[config.mk]
export PLATFORM = sky130hd
export DESIGN_NAME = mwadd_seq_flat
export DESIGN_NICKNAME = d
export VERILOG_FILES = /design/src/rtl/adder_pkg.sv /design/src/rtl/mwadd_seq_if.sv /design/src/rtl/mwadd_seq_add16_slice.sv /design/src/rtl/mwadd_seq.sv /design/src/flat_wrapper.sv
export SDC_FILE = /design/constraint.sdc
export NUM_CORES = 1
export LEC_CHECK = 0
export ABC_AREA = 1
export BUFFER_PORTS_ARGS = -buffer_cell sky130_fd_sc_hd__clkbuf_2
export CORE_MARGIN = 1
export CORE_UTILIZATION = 42
export CTS_CLUSTER_SIZE = 28
export DETAILED_ROUTE_END_ITERATION = 16
export GPL_TIMING_DRIVEN = 0
export HOLD_SLACK_MARGIN = 0.05
export SYNTH_ARGS = -nofsm -noshare
export SYNTH_HDL_FRONTEND = slang
export SYNTH_SLANG_ARGS = --single-unit
[constraint.sdc]
create_clock -name clk -period 3.55 [get_ports clk]
set_input_delay 0.1775 -clock clk [delete_from_list [all_inputs] [get_ports clk]]
set_output_delay 0.1775 -clock clk [all_outputs]
set_load 0.02 [all_outputs]
[src/rtl/adder_pkg.sv]
// rtl/adder_pkg.sv - shared chunk width, FSM state and chunk type for the multi-word adder
package adder_pkg;
    localparam int CHUNK = 16;

    typedef enum logic [1:0] {
        IDLE,
        BUSY,
        DONE
    } state_t;

    typedef logic [0:CHUNK-1] chunk_t;
endpackage

[src/rtl/mwadd_seq_if.sv]
// rtl/mwadd_seq_if.sv - operand/result handshake bundle for mwadd_seq; sub exists only with MWADD_SUB_EN
interface mwadd_seq_if #(
    parameter int WORDS = 4
);
    localparam int W = 16 * WORDS;

    logic         in_valid;
    logic         in_ready;
    logic [0:W-1] a;
    logic [0:W-1] b;
    logic         cin;
`ifdef MWADD_SUB_EN
    logic         sub;
`endif
    logic         out_valid;
    logic         out_ready;
    logic [0:W-1] sum;
    logic         cout;
    logic         ovf;

    modport slave (
        input  in_valid, a, b, cin,
`ifdef MWADD_SUB_EN
        input  sub,
`endif
        input  out_ready,
        output in_ready, out_valid, sum, cout, ovf
    );

    modport master (
        output in_valid, a, b, cin,
`ifdef MWADD_SUB_EN
        output sub,
`endif
        output out_ready,
        input  in_ready, out_valid, sum, cout, ovf
    );
endinterface

[src/rtl/mwadd_seq_add16_slice.sv]
// rtl/mwadd_seq_add16_slice.sv - 16-bit carry-lookahead slice; index 0 is the LSB
module add16_slice
    import adder_pkg::*;
(
    output logic   G,
    output logic   P,
    output chunk_t sum,
    input  logic   cin,
    input  chunk_t a,
    input  chunk_t b
);
    logic gg;
    logic pp;

    // Each bit's carry comes from the group G/P of all lower bits plus cin,
    // never from the previous bit's carry signal.
    always_comb begin
        sum = '0;
        gg  = 1'b0;
        pp  = 1'b1;
        for (int i = 0; i < CHUNK; i++) begin
            sum[i] = (a[i] ^ b[i]) ^ (gg | (pp & cin));
            gg     = (a[i] & b[i]) | ((a[i] ^ b[i]) & gg);
            pp     = pp & (a[i] ^ b[i]);
        end
        G = gg;
        P = pp;
    end
endmodule

[src/rtl/mwadd_seq.sv]
// rtl/mwadd_seq.sv - sequential WORDS x 16-bit adder around one lookahead slice; MWADD_SUB_EN adds subtract
module mwadd_seq
    import adder_pkg::*;
#(
    parameter int WORDS = 4
) (
    input  logic        clk,
    input  logic        nrst,
    mwadd_seq_if.slave  bus
);
    localparam int W  = CHUNK * WORDS;
    localparam int KW = $clog2(WORDS);

    state_t         state_q;
    state_t         state_d;
    logic [KW-1:0]  k_q;
    logic [KW+3:0]  base;
    logic [0:W-1]   a_q;
    logic [0:W-1]   b_q;
    logic [0:W-1]   sum_q;
    logic           carry_q;
    logic           cout_q;
    logic           ovf_q;
    logic           sub_in;
    logic           last;
    logic           slice_g;
    logic           slice_p;
    logic           slice_cout;
    chunk_t         slice_sum;

`ifdef MWADD_SUB_EN
    assign sub_in = bus.sub;
`else
    assign sub_in = 1'b0;
`endif

    assign base = {k_q, 4'b0000};
    assign last = (k_q == KW'(WORDS - 1));

    add16_slice u_slice (
        .G   (slice_g),
        .P   (slice_p),
        .sum (slice_sum),
        .cin (carry_q),
        .a   (a_q[base +: CHUNK]),
        .b   (b_q[base +: CHUNK])
    );

    assign slice_cout = slice_g | (slice_p & carry_q);

    always_ff @(posedge clk or negedge nrst) begin
        if (!nrst) state_q <= IDLE;
        else       state_q <= state_d;
    end

    always_comb begin
        state_d = state_q;
        case (state_q)
            IDLE:    if (bus.in_valid)  state_d = BUSY;
            BUSY:    if (last)          state_d = DONE;
            DONE:    if (bus.out_ready) state_d = IDLE;
            default:                    state_d = IDLE;
        endcase
    end

    // Subtraction stores ~B and forces the carry-in so the slice computes A + ~B + 1.
    always_ff @(posedge clk or negedge nrst) begin
        if (!nrst) begin
            a_q     <= '0;
            b_q     <= '0;
            sum_q   <= '0;
            carry_q <= 1'b0;
            cout_q  <= 1'b0;
            ovf_q   <= 1'b0;
            k_q     <= '0;
        end else begin
            case (state_q)
                IDLE: if (bus.in_valid) begin
                    a_q     <= bus.a;
                    b_q     <= sub_in ? ~bus.b : bus.b;
                    carry_q <= sub_in | bus.cin;
                    k_q     <= '0;
                end
                BUSY: begin
                    sum_q[base +: CHUNK] <= slice_sum;
                    carry_q              <= slice_cout;
                    k_q                  <= k_q + KW'(1);
                    if (last) begin
                        cout_q <= slice_cout;
                        // a^b^s at the MSB recovers the carry into bit W-1
                        ovf_q  <= a_q[W-1] ^ b_q[W-1] ^ slice_sum[CHUNK-1] ^ slice_cout;
                    end
                end
                default: ;
            endcase
        end
    end

    assign bus.in_ready  = (state_q == IDLE);
    assign bus.out_valid = (state_q == DONE);
    assign bus.sum       = sum_q;
    assign bus.cout      = cout_q;
    assign bus.ovf       = ovf_q;
endmodule

[src/flat_wrapper.sv]
// flat-port wrapper written by rule: the top's interface ports become plain ports
module mwadd_seq_flat import adder_pkg::*;
#(
    parameter int WORDS = 4
)
  (clk, nrst, bus_in_valid, bus_a, bus_b, bus_cin, bus_out_ready, bus_in_ready, bus_out_valid, bus_sum, bus_cout, bus_ovf);
  mwadd_seq_if #(.WORDS(WORDS)) bus_i ();
  input  logic clk;
  input  logic nrst;
  input wire logic [$bits(bus_i.in_valid)-1:0] bus_in_valid;
  input wire logic [$bits(bus_i.a)-1:0] bus_a;
  input wire logic [$bits(bus_i.b)-1:0] bus_b;
  input wire logic [$bits(bus_i.cin)-1:0] bus_cin;
  input wire logic [$bits(bus_i.out_ready)-1:0] bus_out_ready;
  output wire logic [$bits(bus_i.in_ready)-1:0] bus_in_ready;
  output wire logic [$bits(bus_i.out_valid)-1:0] bus_out_valid;
  output wire logic [$bits(bus_i.sum)-1:0] bus_sum;
  output wire logic [$bits(bus_i.cout)-1:0] bus_cout;
  output wire logic [$bits(bus_i.ovf)-1:0] bus_ovf;
  assign bus_i.in_valid = bus_in_valid;
  assign bus_i.a = bus_a;
  assign bus_i.b = bus_b;
  assign bus_i.cin = bus_cin;
  assign bus_i.out_ready = bus_out_ready;
  assign bus_in_ready = bus_i.in_ready;
  assign bus_out_valid = bus_i.out_valid;
  assign bus_sum = bus_i.sum;
  assign bus_cout = bus_i.cout;
  assign bus_ovf = bus_i.ovf;
  mwadd_seq #(.WORDS(WORDS)) u_core (.clk(clk), .nrst(nrst), .bus(bus_i));
endmodule
==> results by group, run 1 <==
Run status
  – Outcome: completed

Synthesis
  – Post-Syn Area: 9090 um2
  – Avg Cell Area, Syn: 8.09 um2
  – Post-synthesis adder-cell area fraction: 0.0297
  – Ranking of synthesized cells by area: dfrtp_1, nand2_1, o21ai_0, nor2_1, ha_1
  – Post-synthesis simple-gate area fraction: 0.266
  – Post-synth cell types: 28
  – Yosys reg bits: 199
  – Largest family of logic cells by synthesized area: simple AND/OR/NAND/NOR gates
  – XOR/XNOR share of the synthesized area: 0.0135
  – Post-Syn Nets: 1278
  – Mux share of post-synthesis cell area: 0
  – Synth Area in Compound Gates: 0.103
  – Post-synthesis sequential area ratio: 0.548
  – Mapped Cells: 1124
  – Yosys Warn Count: 0
  – Post-synth top area share: 0.548
  – Leading area contributor after synthesis: dfrtp_1

Global routing
  – First-pass GRT wire length: 47900 um
  – Grt total ovfl: 0
  – Initial antenna violation count: 0
  – Vias in the first global route: 8964
  – Pin count of the biggest net entering global routing: 76
  – GR Util All Layers: 0.289

Clock tree
  – Clock Latency Late Sink: 440 ps
  – CTS Buf Count: 17
  – H-tree depth: 4
  – CTS tree: yes
  – CTS Buffer Depth: 2
  – Root Driver: clkbuf_16
  – # clock sinks: between 150 and 200
  – Clock slew at reported path FFs: 70 ps

STA
  – Final max-slew violation count: 0
  – RSZ-0062 raised after global routing: true
  – Fin crit period: 3430 ps
  – Clock skew: 10.6 ps
  – Setup TNS: 0 ps
  – Final period util: 0.965
  – F_max: 292 MHz
  – Worst slew pin tran: 810 ps
  – Setup-failing EPs final: 0
  – Hold Vio Cnt, Final: 0
  – Slew HR: 0.460

Routing
  – Routed wire length: 31400 um
  – First drt pass iteration count: 5
  – Vias: 9015
  – Routed length per placed instance: roughly 18 um
  – DRC: 0
  – Antenna Nets Post-Route: 0
  – Drt first-iter violations: 586
  – DR vias/cell: 5.06

Floorplan
  – Die Height: ~150 um
  – Effective utilization at floorplan: 0.430
  – Die Area: 22200 um2
  – Die X: between 100 and 150 um
  – IO Pins: 201
  – Row cnt: 53
  – Core Area: between 20000 and 25000 um2

Placement
  – HPWL after DPL: 20900 um
  – Placement Cell Area: approximately 11000 um2
  – Final GP Congestion: 0.891
  – Input/output buffers: 200

Power and ir drop
  – Pleak: between 6 and 7 nW
  – Pwr Density: 1070 nW/um2
  – Worst VDD drop: 0.640 mV

Run
  – Max-cap violations: 0

Layout
  – Multi-input logic area: just under 4000 um2
  – Antenna Cells: 0
  – Final Net Count: 1647
  – Utilization after layout: 0.605
  – Register area: between 4000 and 5000 um2
  – Fillers: 1898
  – Share of cells above drive strength 1: 0.214
  – Design area: 12800 um2
  – Area Growth Syn to Fin: 40.7%

Setup path
  – Cell mode on critical path: nand2_2
  – Startpoint Class: register
  – Worst path required time: around 3900 ps
  – Max incr delay on CP: 410 ps
  – Data arrival time of the worst path: 3750 ps
  – Kind of critical path: register to register
  – Maximum net fanout on the critical path: 8
  – Critical path's slowest cell: dfrtp_1
  – Crit path capture type: register

Worst hold path
  – Worst hold path class: input port to async pin
[final timing paths]
check,from,endpoint,slack [ps],cells past startpoint
worst max-delay path,u_core.k_q[0]$_DFFE_PN0P_,u_core.bus.ovf$_DFFE_PN0P_,120,37
worst min-delay path,nrst,u_core.bus.sum[37]$_DFFE_PN0P_,280,2
worst max register to register,u_core.k_q[0]$_DFFE_PN0P_,u_core.bus.ovf$_DFFE_PN0P_,120,37
worst min register to register,u_core.b_q[35]$_DFFE_PN0P_,u_core.b_q[35]$_DFFE_PN0P_,480,2
max in group asynchronous,nrst,u_core.a_q[32]$_DFFE_PN0P_,2480,3
min in group clk,bus_in_valid,u_core.k_q[0]$_DFFE_PN0P_,340,6
[synthesized netlist by cell type]
cell type      number
o211ai_1            1
or2_2               2
inv_2               2
a21oi_1             4
o22ai_1            32
nor3_1              1
o21ai_2             4
dlygate4sd1_1       1
nand2_2            18
nor2_1             82
a22o_1              4
inv_1              33
clkinv_1            1
a21o_2              1
fa_1                1
nand3_1            12
clkbuf_1           55
ha_1               20
xor2_1              9
nand2_1           504
buf_1               4
dfrtp_1           199
a31oi_1             1
xnor2_1             5
nand4_1             1
nand3_2             2
o21ai_0           124
o31ai_1             1
[cells by family (layout without fill, tap and decap cells)]
family                     after synthesis  count (layout)
and+or+nand+nor                        622             622
xor gates and xnor gates                14              14
buffers and inverters                   96             478
adders and majority gates               21              21
AOI/OAI and AO/OA                      172             172
DFF                                    199             199
[what timing repair did]
item                       4_1_cts  5_1_grt
setup endpoints to repair       37       23
gates cloned                     0        1
gates resized for setup         30       76
hold buffers                   131        0
pin swaps                        2       19
hold endpoints to repair       190        0
setup buffers                    5       11
[through the flow]
| stage | setup WS (ps) | cells | hold WS (ps) | power [mW] |
|---|---|---|---|---|
| 2_1_floorplan | 284 | 1124 | -118 | 8.34 |
| 3_3_place_gp | -1660 | 1599 | 375 | 10.5 |
| 3_5_place_dp | -590 | 1601 | 206 | 10.6 |
| 4_1_cts | 4.45 | 1769 | 313 | 12.8 |
| 5_1_grt | -185 | 1781 | 323 | 14.6 |
| 6_report | 123 | 1781 | 285 | 13.6 |
[cell usage in the layout (no fill, tap or decap), types with 4 or more instances in the layout]
cell type	netlist	routed
a21oi_1	4	4
a22o_1	4	4
buf_4	0	18
clkbuf_1	55	45
clkbuf_16	0	18
clkbuf_2	0	201
clkinv_4	0	4
dfrtp_1	199	198
dlygate4sd3_1	0	131
ha_1	20	17
inv_1	33	33
nand2_1	504	500
nand2_2	18	17
nand2_4	0	5
nand3_1	12	10
nor2_1	82	75
nor2_2	0	6
o21ai_0	124	108
o21ai_1	0	11
o21ai_2	4	9
o22ai_1	32	26
o22ai_2	0	6
xnor2_1	5	5
xor2_1	9	8
[where the power goes]
part           switching [mW]  total [mW]  internal [mW]
Clock                   0.888        1.90           1.01
Sequential              0.590        3.81           3.22
Combinational            5.13        7.94           2.81
Total                    6.61        13.6           7.04
[flip-flops by register name, summed over array words and instances, names as in the netlist]
name             flops
u_core.a_q          64
u_core.b_q          64
u_core.bus.cout      1
u_core.bus.ovf       1
u_core.bus.sum      64
u_core.carry_q       1
u_core.k_q           2
u_core.state_q       2
[layout make-up]
class	count	share of cell area
sequential	199	0.389
multi-input combinational	829	0.307
timing repair buffer	350	0.197
clock buffer	22	0.0363
tap	275	0.0269
buffer	60	0.0241
inverter	36	0.0119
clock inverter	10	0.00753
[routing by layer]
layer	part of all wire	wire [um]	global-route usage	up-vias
li1	-	-	-	4310
met2	0.46	14500	0.461	379
met1	0.44	13900	0.387	4271
met3	0.070	2190	0.0606	55
met5	0	0	0	-
met4	0.026	823	0.106	0
[critical path, delay by kind of cell (launching register included)]
| kind | cells | cell delay, ps |
|---|---|---|
| AND/OR/NAND/NOR | 31 | 1950 |
| AO/OA/AOI/OAI | 2 | 240 |
| flip-flops | 1 | 410 |
| buffers and inverters | 3 | 410 |
| adder cells (fa/ha/maj) | 1 | 300 |
No activity file was read; power rests on OpenSTA's default activity.
==> run 2, diff against run 1 <==
CORE_ASPECT_RATIO = 1.4   (was default)
REMOVE_ABC_BUFFERS = 1   (was default)
clock period = 3.7 ns   (was 3.55 ns; I/O delays follow)
==> results by group, run 2 (synthesized netlist as in run 1, its figures left out) <==
STA
  – WHS: 371 ps (was 285 ps)
  – F_max: 294 MHz (was 292 MHz)
  – Final setup margin: 301 ps (was 123 ps)
  – Worst slew pin tran: 854 ps (was 810 ps)
  – RSZ-0062 raised after global routing: true (unchanged)
  – Slew HR: 0.429 (was 0.460)
  – Final max-slew violation count: 0 (unchanged)
  – Clock skew: 9.17 ps (was 10.6 ps)
  – Setup-failing EPs final: 0 (unchanged)
  – Fin crit period: 3400 ps (was 3430 ps)
  – Hold Vio Cnt, Final: 0 (unchanged)
  – Final period util: 0.919 (was 0.965)

Setup path
  – Data arrival time of the worst path: 3720 ps (was 3750 ps)
  – Worst path required time: 4030 ps (was 3880 ps)
  – Crit path capture type: register (unchanged)
  – Startpoint Class: register (unchanged)
  – Critical path's slowest cell: dfrtp_4 (was dfrtp_1)
  – Maximum net fanout on the critical path: 13 (was 8)
  – Kind of critical path: register to register (unchanged)
  – Max incr delay on CP: 520 ps (was 410 ps)
  – Cell mode on critical path: nand2_2 (unchanged)

Routing
  – DR vias/cell: 4.98 (was 5.06)
  – First drt pass iteration count: 5 (unchanged)
  – Vias: 8547 (was 9015)
  – DRC: 0 (unchanged)
  – Routed wire length: 26800 um (was 31400 um)
  – Drt first-iter violations: 495 (was 586)
  – Antenna Nets Post-Route: 0 (unchanged)
  – Routed length per placed instance: 15.6 um (was 17.6 um)

Placement
  – Pre-CTS setup slack: -1470 ps (was -590 ps)
  – HPWL after DPL: 15800 um (was 20900 um)
  – Final GP Congestion: 0.782 (was 0.891)
  – Placement Cell Area: 10400 um2 (was 10500 um2)
  – Input/output buffers: 200 (unchanged)

Power and ir drop
  – Worst VDD drop: 0.549 mV (was 0.640 mV)
  – Pleak: 6.65 nW (was 6.68 nW)
  – Pwr Density: 988 nW/um2 (was 1070 nW/um2)

Clock tree
  – H-tree depth: 4 (unchanged)
  – # clock sinks: 199 (unchanged)
  – Root Driver: clkbuf_16 (unchanged)
  – Clock Latency Late Sink: 440 ps (about the same)
  – CTS Buf Count: 17 (unchanged)
  – CTS Buffer Depth: 2 (unchanged)
  – CTS tree: yes (unchanged)
  – Clock slew at reported path FFs: 70 ps (about the same)

Global routing
  – GR Util All Layers: 0.245 (was 0.289)
  – Initial antenna violation count: 0 (unchanged)
  – First-pass GRT wire length: 42000 um (was 47900 um)
  – Vias in the first global route: 8311 (was 8964)
  – Grt total ovfl: 0 (unchanged)
  – Pin count of the biggest net entering global routing: 104 (was 76)

Layout
  – Final Net Count: 1598 (was 1647)
  – Share of cells above drive strength 1: 0.215 (was 0.214)
  – Area Growth Syn to Fin: 39.0% (was 40.7%)
  – Fillers: 1910 (was 1898)
  – Register area: 4990 um2 (was 4980 um2)
  – Antenna Cells: 0 (unchanged)
  – Design area: 12600 um2 (was 12800 um2)
  – Multi-input logic area: 3840 um2 (was 3930 um2)
  – Most frequent cells in the layout: nand2_1, clkbuf_2, dfrtp_1, dlygate4sd3_1, o21ai_0 (unchanged)
  – Most common cell after layout, fill and taps aside: nand2_1 (unchanged)

Floorplan
  – Effective utilization at floorplan: 0.429 (was 0.430)
  – IO Pins: 201 (unchanged)
  – Die Area: 22300 um2 (was 22200 um2)
  – Die Height: 176 um (was 149 um)
  – Row cnt: 63 (was 53)
  – Die X: 126 um (was 149 um)
  – Core Area: 21200 um2 (about the same)

Run status
  – Outcome: completed (unchanged)

Worst hold path
  – Worst hold path class: input port to async pin (unchanged)

Run
  – Max-cap violations: 0 (unchanged)
## run 2: cell count changes in the layout (fill, tap and decap cells not counted), sizes merged
cell	change
buf	-6
clkinv	+2
clkinvlp	-1
bufbuf	+1
clkbuf	-49
dlygate4sd1	-1
inv	+5
## run 2: where the power goes
part	leakage (nW)	switching, mW	total (mW)	internal (mW)
logic	3.83	4.42	7.05	2.63
registers	2.54	0.517	3.61	3.09
clock network	0.288	0.855	1.83	0.973
total	6.65	5.80	12.5	6.69
## run 2: layer usage
metal | track usage | vias up | share of wire
met5 | 0 | - | 0
met3 | 0.0376 | 42 | 0.036
li1 | - | 4214 | -
met4 | 0.0959 | 0 | 0.026
met1 | 0.314 | 4066 | 0.43
met2 | 0.417 | 225 | 0.51
## run 2: stage by stage
step	total power, mW	TNS, ps	cells	util
after floorplan	7.94	-245040	1064	-
after global placement	9.75	-1153420	1524	0.481
after detailed placement	9.83	-55170	1529	0.488
after CTS	12.0	0	1700	0.583
after global routing	13.6	-68.5	1717	0.596
final	12.5	0	1717	0.596
## run 2: layout make-up
type / instances / share of cell area
clock buffers: 19 / 0.0358
well taps: 260 / 0.0257
repair buffers: 358 / 0.213
multi-input cells: 829 / 0.304
flip-flops and latches: 199 / 0.394
repair inverters: 3 / 0.00247
inverters: 36 / 0.0150
clock inverters: 13 / 0.00950
## run 2: repair_timing
action	CTS	global route
resized for setup	10	35
pin swaps	2	8
endpoints found under the hold margin	226	0
hold buffers	131	0
buffers inserted	6	13
endpoints found under the setup margin	65	22
gates cloned	2	4
## run 2: worst paths after layout
kind	startpoint	to	slack (ps)	cells after the start
worst max-delay path	u_core.k_q[0]$_DFFE_PN0P_	u_core.bus.sum[62]$_DFFE_PN0P_	300	30
worst min-delay path	nrst	u_core.a_q[3]$_DFFE_PN0P_	370	2
max in group asynchronous	nrst	u_core.b_q[12]$_DFFE_PN0P_	2340	3
worst min register to register	u_core.b_q[21]$_DFFE_PN0P_	u_core.b_q[21]$_DFFE_PN0P_	470	2
min in group clk	bus_in_valid	u_core.b_q[0]$_DFFE_PN0P_	400	4
worst max register to register	u_core.k_q[0]$_DFFE_PN0P_	u_core.bus.sum[62]$_DFFE_PN0P_	300	30
## run 2: worst max-delay path: cells and delay by family (launching register included)
family	cells	cell delay (ps)
AND/OR/NAND/NOR	25	1760
flip-flops	1	520
AO/OA/AOI/OAI	3	500
adder cells (fa/ha/maj)	1	340
buffers and inverters	1	170
==> run 3, diff against run 2 <==
PLACE_DENSITY = 0.64   (was default)
clock period = 3 ns   (was 3.7 ns; I/O delays follow)
==> results by group, run 3 (synthesized netlist as in run 1, its figures left out) <==
Layout
  – Final Net Count: 1610 (was 1598)
  – Most common cell after layout, fill and taps aside: nand2_1 (unchanged)
  – Fillers: 1810 (was 1910)
  – Area Growth Syn to Fin: 43.2% (was 39.0%)
  – Multi-input logic area: 4090 um2 (was 3840 um2)
  – Antenna Cells: 0 (unchanged)
  – Most frequent cells in the layout: nand2_1, clkbuf_2, dfrtp_1, dlygate4sd3_1, o21ai_0 (unchanged)
  – Final non-filler cell total: 1729 (was 1717)
  – Share of cells above drive strength 1: 0.247 (was 0.215)
  – Register area: 4990 um2 (unchanged)

Worst hold path
  – Worst hold path class: input port to async pin (unchanged)

Global routing
  – GR Util All Layers: 0.266 (was 0.245)
  – First-pass GRT wire length: 45000 um (was 42000 um)
  – Initial antenna violation count: 0 (unchanged)
  – Vias in the first global route: 8667 (was 8311)
  – Grt total ovfl: 0 (unchanged)
  – Pin count of the biggest net entering global routing: 104 (unchanged)

Setup path
  – Max incr delay on CP: 500 ps (was 520 ps)
  – Worst path required time: 3330 ps (was 4030 ps)
  – Maximum net fanout on the critical path: 5 (was 13)
  – Crit path capture type: register (unchanged)
  – Data arrival time of the worst path: 3750 ps (was 3720 ps)
  – Critical path's slowest cell: dfrtp_4 (unchanged)
  – Kind of critical path: register to register (unchanged)
  – Cell mode on critical path: nand2_2 (unchanged)
  – Startpoint Class: register (unchanged)

Power and ir drop
  – Clk pwr share: 0.135 (was 0.146)
  – Sw Share: 0.472 (was 0.464)
  – Pwr Density: 1270 nW/um2 (was 988 nW/um2)
  – P_int: 8.76 mW (was 6.69 mW)
  – Switch Pwr: 7.82 mW (was 5.80 mW)
  – Logic pwr share: 0.594 (was 0.565)
  – Worst VDD drop: 0.654 mV (was 0.549 mV)
  – Sequential share of power: 0.271 (was 0.289)
  – Pleak: 6.76 nW (was 6.65 nW)

Clock tree
  – CTS tree: yes (unchanged)
  – Clock Latency Late Sink: 440 ps (about the same)
  – CTS Buf Count: 17 (unchanged)
  – Clock slew at reported path FFs: 70 ps (about the same)
  – # clock sinks: 199 (unchanged)
  – H-tree depth: 4 (unchanged)
  – Root Driver: clkbuf_16 (unchanged)
  – CTS Buffer Depth: 2 (unchanged)

Placement
  – Input/output buffers: 200 (unchanged)
  – Final GP Congestion: 0.756 (was 0.782)
  – Cell count after placement: 1527 (was 1529)
  – HPWL after DPL: 15500 um (was 15800 um)

Run
  – Max-cap violations: 0 (unchanged)

STA
  – WHS: 369 ps (was 371 ps)
  – Clock skew: 10.1 ps (was 9.17 ps)
  – Worst slew pin tran: 818 ps (was 854 ps)
  – Final max-slew violation count: 0 (unchanged)
  – F_max: 293 MHz (was 294 MHz)
  – Setup-failing EPs final: 27 (was 0)
  – Slew HR: 0.455 (was 0.429)
  – Final period util: 1.14 (was 0.919)
  – Fin crit period: 3410 ps (was 3400 ps)
  – Hold Vio Cnt, Final: 0 (unchanged)
  – Final setup margin: -415 ps (was 301 ps)
  – RSZ-0062 raised after global routing: true (unchanged)

Floorplan
  – Effective utilization at floorplan: 0.429 (unchanged)
  – Die Height: 176 um (unchanged)
  – Die Area: 22300 um2 (unchanged)
  – Core Area: 21200 um2 (unchanged)
  – Die X: 126 um (unchanged)
  – IO Pins: 201 (unchanged)
  – Row cnt: 63 (unchanged)

Routing
  – First drt pass iteration count: 5 (unchanged)
  – DR vias/cell: 5.09 (was 4.98)
  – Routed wire length: 28500 um (was 26800 um)
  – Antenna Nets Post-Route: 0 (unchanged)
  – DRC: 0 (unchanged)
  – Vias: 8794 (was 8547)
  – Drt first-iter violations: 638 (was 495)
  – Routed length per placed instance: 16.5 um (was 15.6 um)

Run status
  – Failing checks: negative setup slack
  – Outcome: finished, violations left (was completed)
[run 3: cell count changes in the layout (fill, tap and decap cells not counted), moves of 5 or more]
cell / previous run / this run
o22ai_1: 29 / 24
o21ai_2: 7 / 15
o21ai_1: 9 / 14
nand2_1: 499 / 494
o21ai_0: 112 / 98
nand3_1: 11 / 6
buf_12: 0 / 5
nor2_2: 2 / 7
nor2_1: 80 / 72
[run 3: final cells by class]
cell class,instances,area share
Sequential cell,199,0.383
Inverter,36,0.0131
Multi-Input combinational cell,829,0.314
Timing Repair inverter,5,0.00452
Timing Repair Buffer,368,0.216
Tap cell,260,0.0250
Clock inverter,12,0.00826
Clock buffer,20,0.0358
[run 3: critical path: cells and delay by family (launching register included)]
family | cells | cell delay (ps)
flip-flops | 1 | 500
adder cells (fa/ha/maj) | 1 | 290
AO/OA/AOI/OAI | 1 | 90
buffers and inverters | 2 | 310
AND/OR/NAND/NOR | 32 | 2110
[run 3: power groups by stage]
stage	Combinational, mW	Clock, mW	Sequential [mW]
final	9.84	2.24	4.49
after CTS	9.10	2.28	4.45
after detailed placement	7.30	0	4.69
after floorplan	5.07	0	4.72
after global placement	7.31	0	4.66
after global routing	10.9	2.37	4.62
[run 3: repair_timing]
action                                  4_1_cts  5_1_grt
pin swaps                                    32       31
resized for setup                            75       40
buffers inserted                             26        6
endpoints found under the setup margin       68       44
cloned                                        6        1
hold buffers                                131        0
hold endpoints to repair                    226        0
[run 3: layer usage]
layer | wire length, um | vias to the layer above | track usage | share of wire
met3 | 1320 | 69 | 0.0494 | 0.046
met1 | 11600 | 4203 | 0.318 | 0.41
met5 | 0 | - | 0 | 0
met4 | 1220 | 0 | 0.136 | 0.043
met2 | 14300 | 269 | 0.458 | 0.50
li1 | - | 4253 | - | -
[run 3: final timing paths]
path	startpoint	endpoint	slack [ps]	cells past startpoint
worst max-delay path	u_core.k_q[0]$_DFFE_PN0P_	u_core.bus.ovf$_DFFE_PN0P_	-410	36
worst min register to register	u_core.a_q[29]$_DFFE_PN0P_	u_core.a_q[29]$_DFFE_PN0P_	480	2
max in group asynchronous	nrst	u_core.a_q[37]$_DFFE_PN0P_	1650	3
worst max register to register	u_core.k_q[0]$_DFFE_PN0P_	u_core.bus.ovf$_DFFE_PN0P_	-410	36
min in group clk	bus_a[43]	u_core.a_q[20]$_DFFE_PN0P_	430	4
worst min-delay path	nrst	u_core.b_q[14]$_DFFE_PN0P_	370	2
[run 3: stage by stage]
step / worst slack [ps] / TNS (ps) / power, mW / area, um2 / utilization
6_report: -415 / -6060 / 16.6 / 13000 / 0.614
5_1_grt: -631 / -12080 / 17.9 / 13000 / 0.614
4_1_cts: -372 / -5820 / 15.8 / 12800 / 0.603
3_5_place_dp: -2910 / -149530 / 12.0 / 10300 / 0.486
3_3_place_gp: -6130 / -1419710 / 12.0 / 10200 / 0.481
2_1_floorplan: -2530 / -382280 / 9.80 / 8860 / -
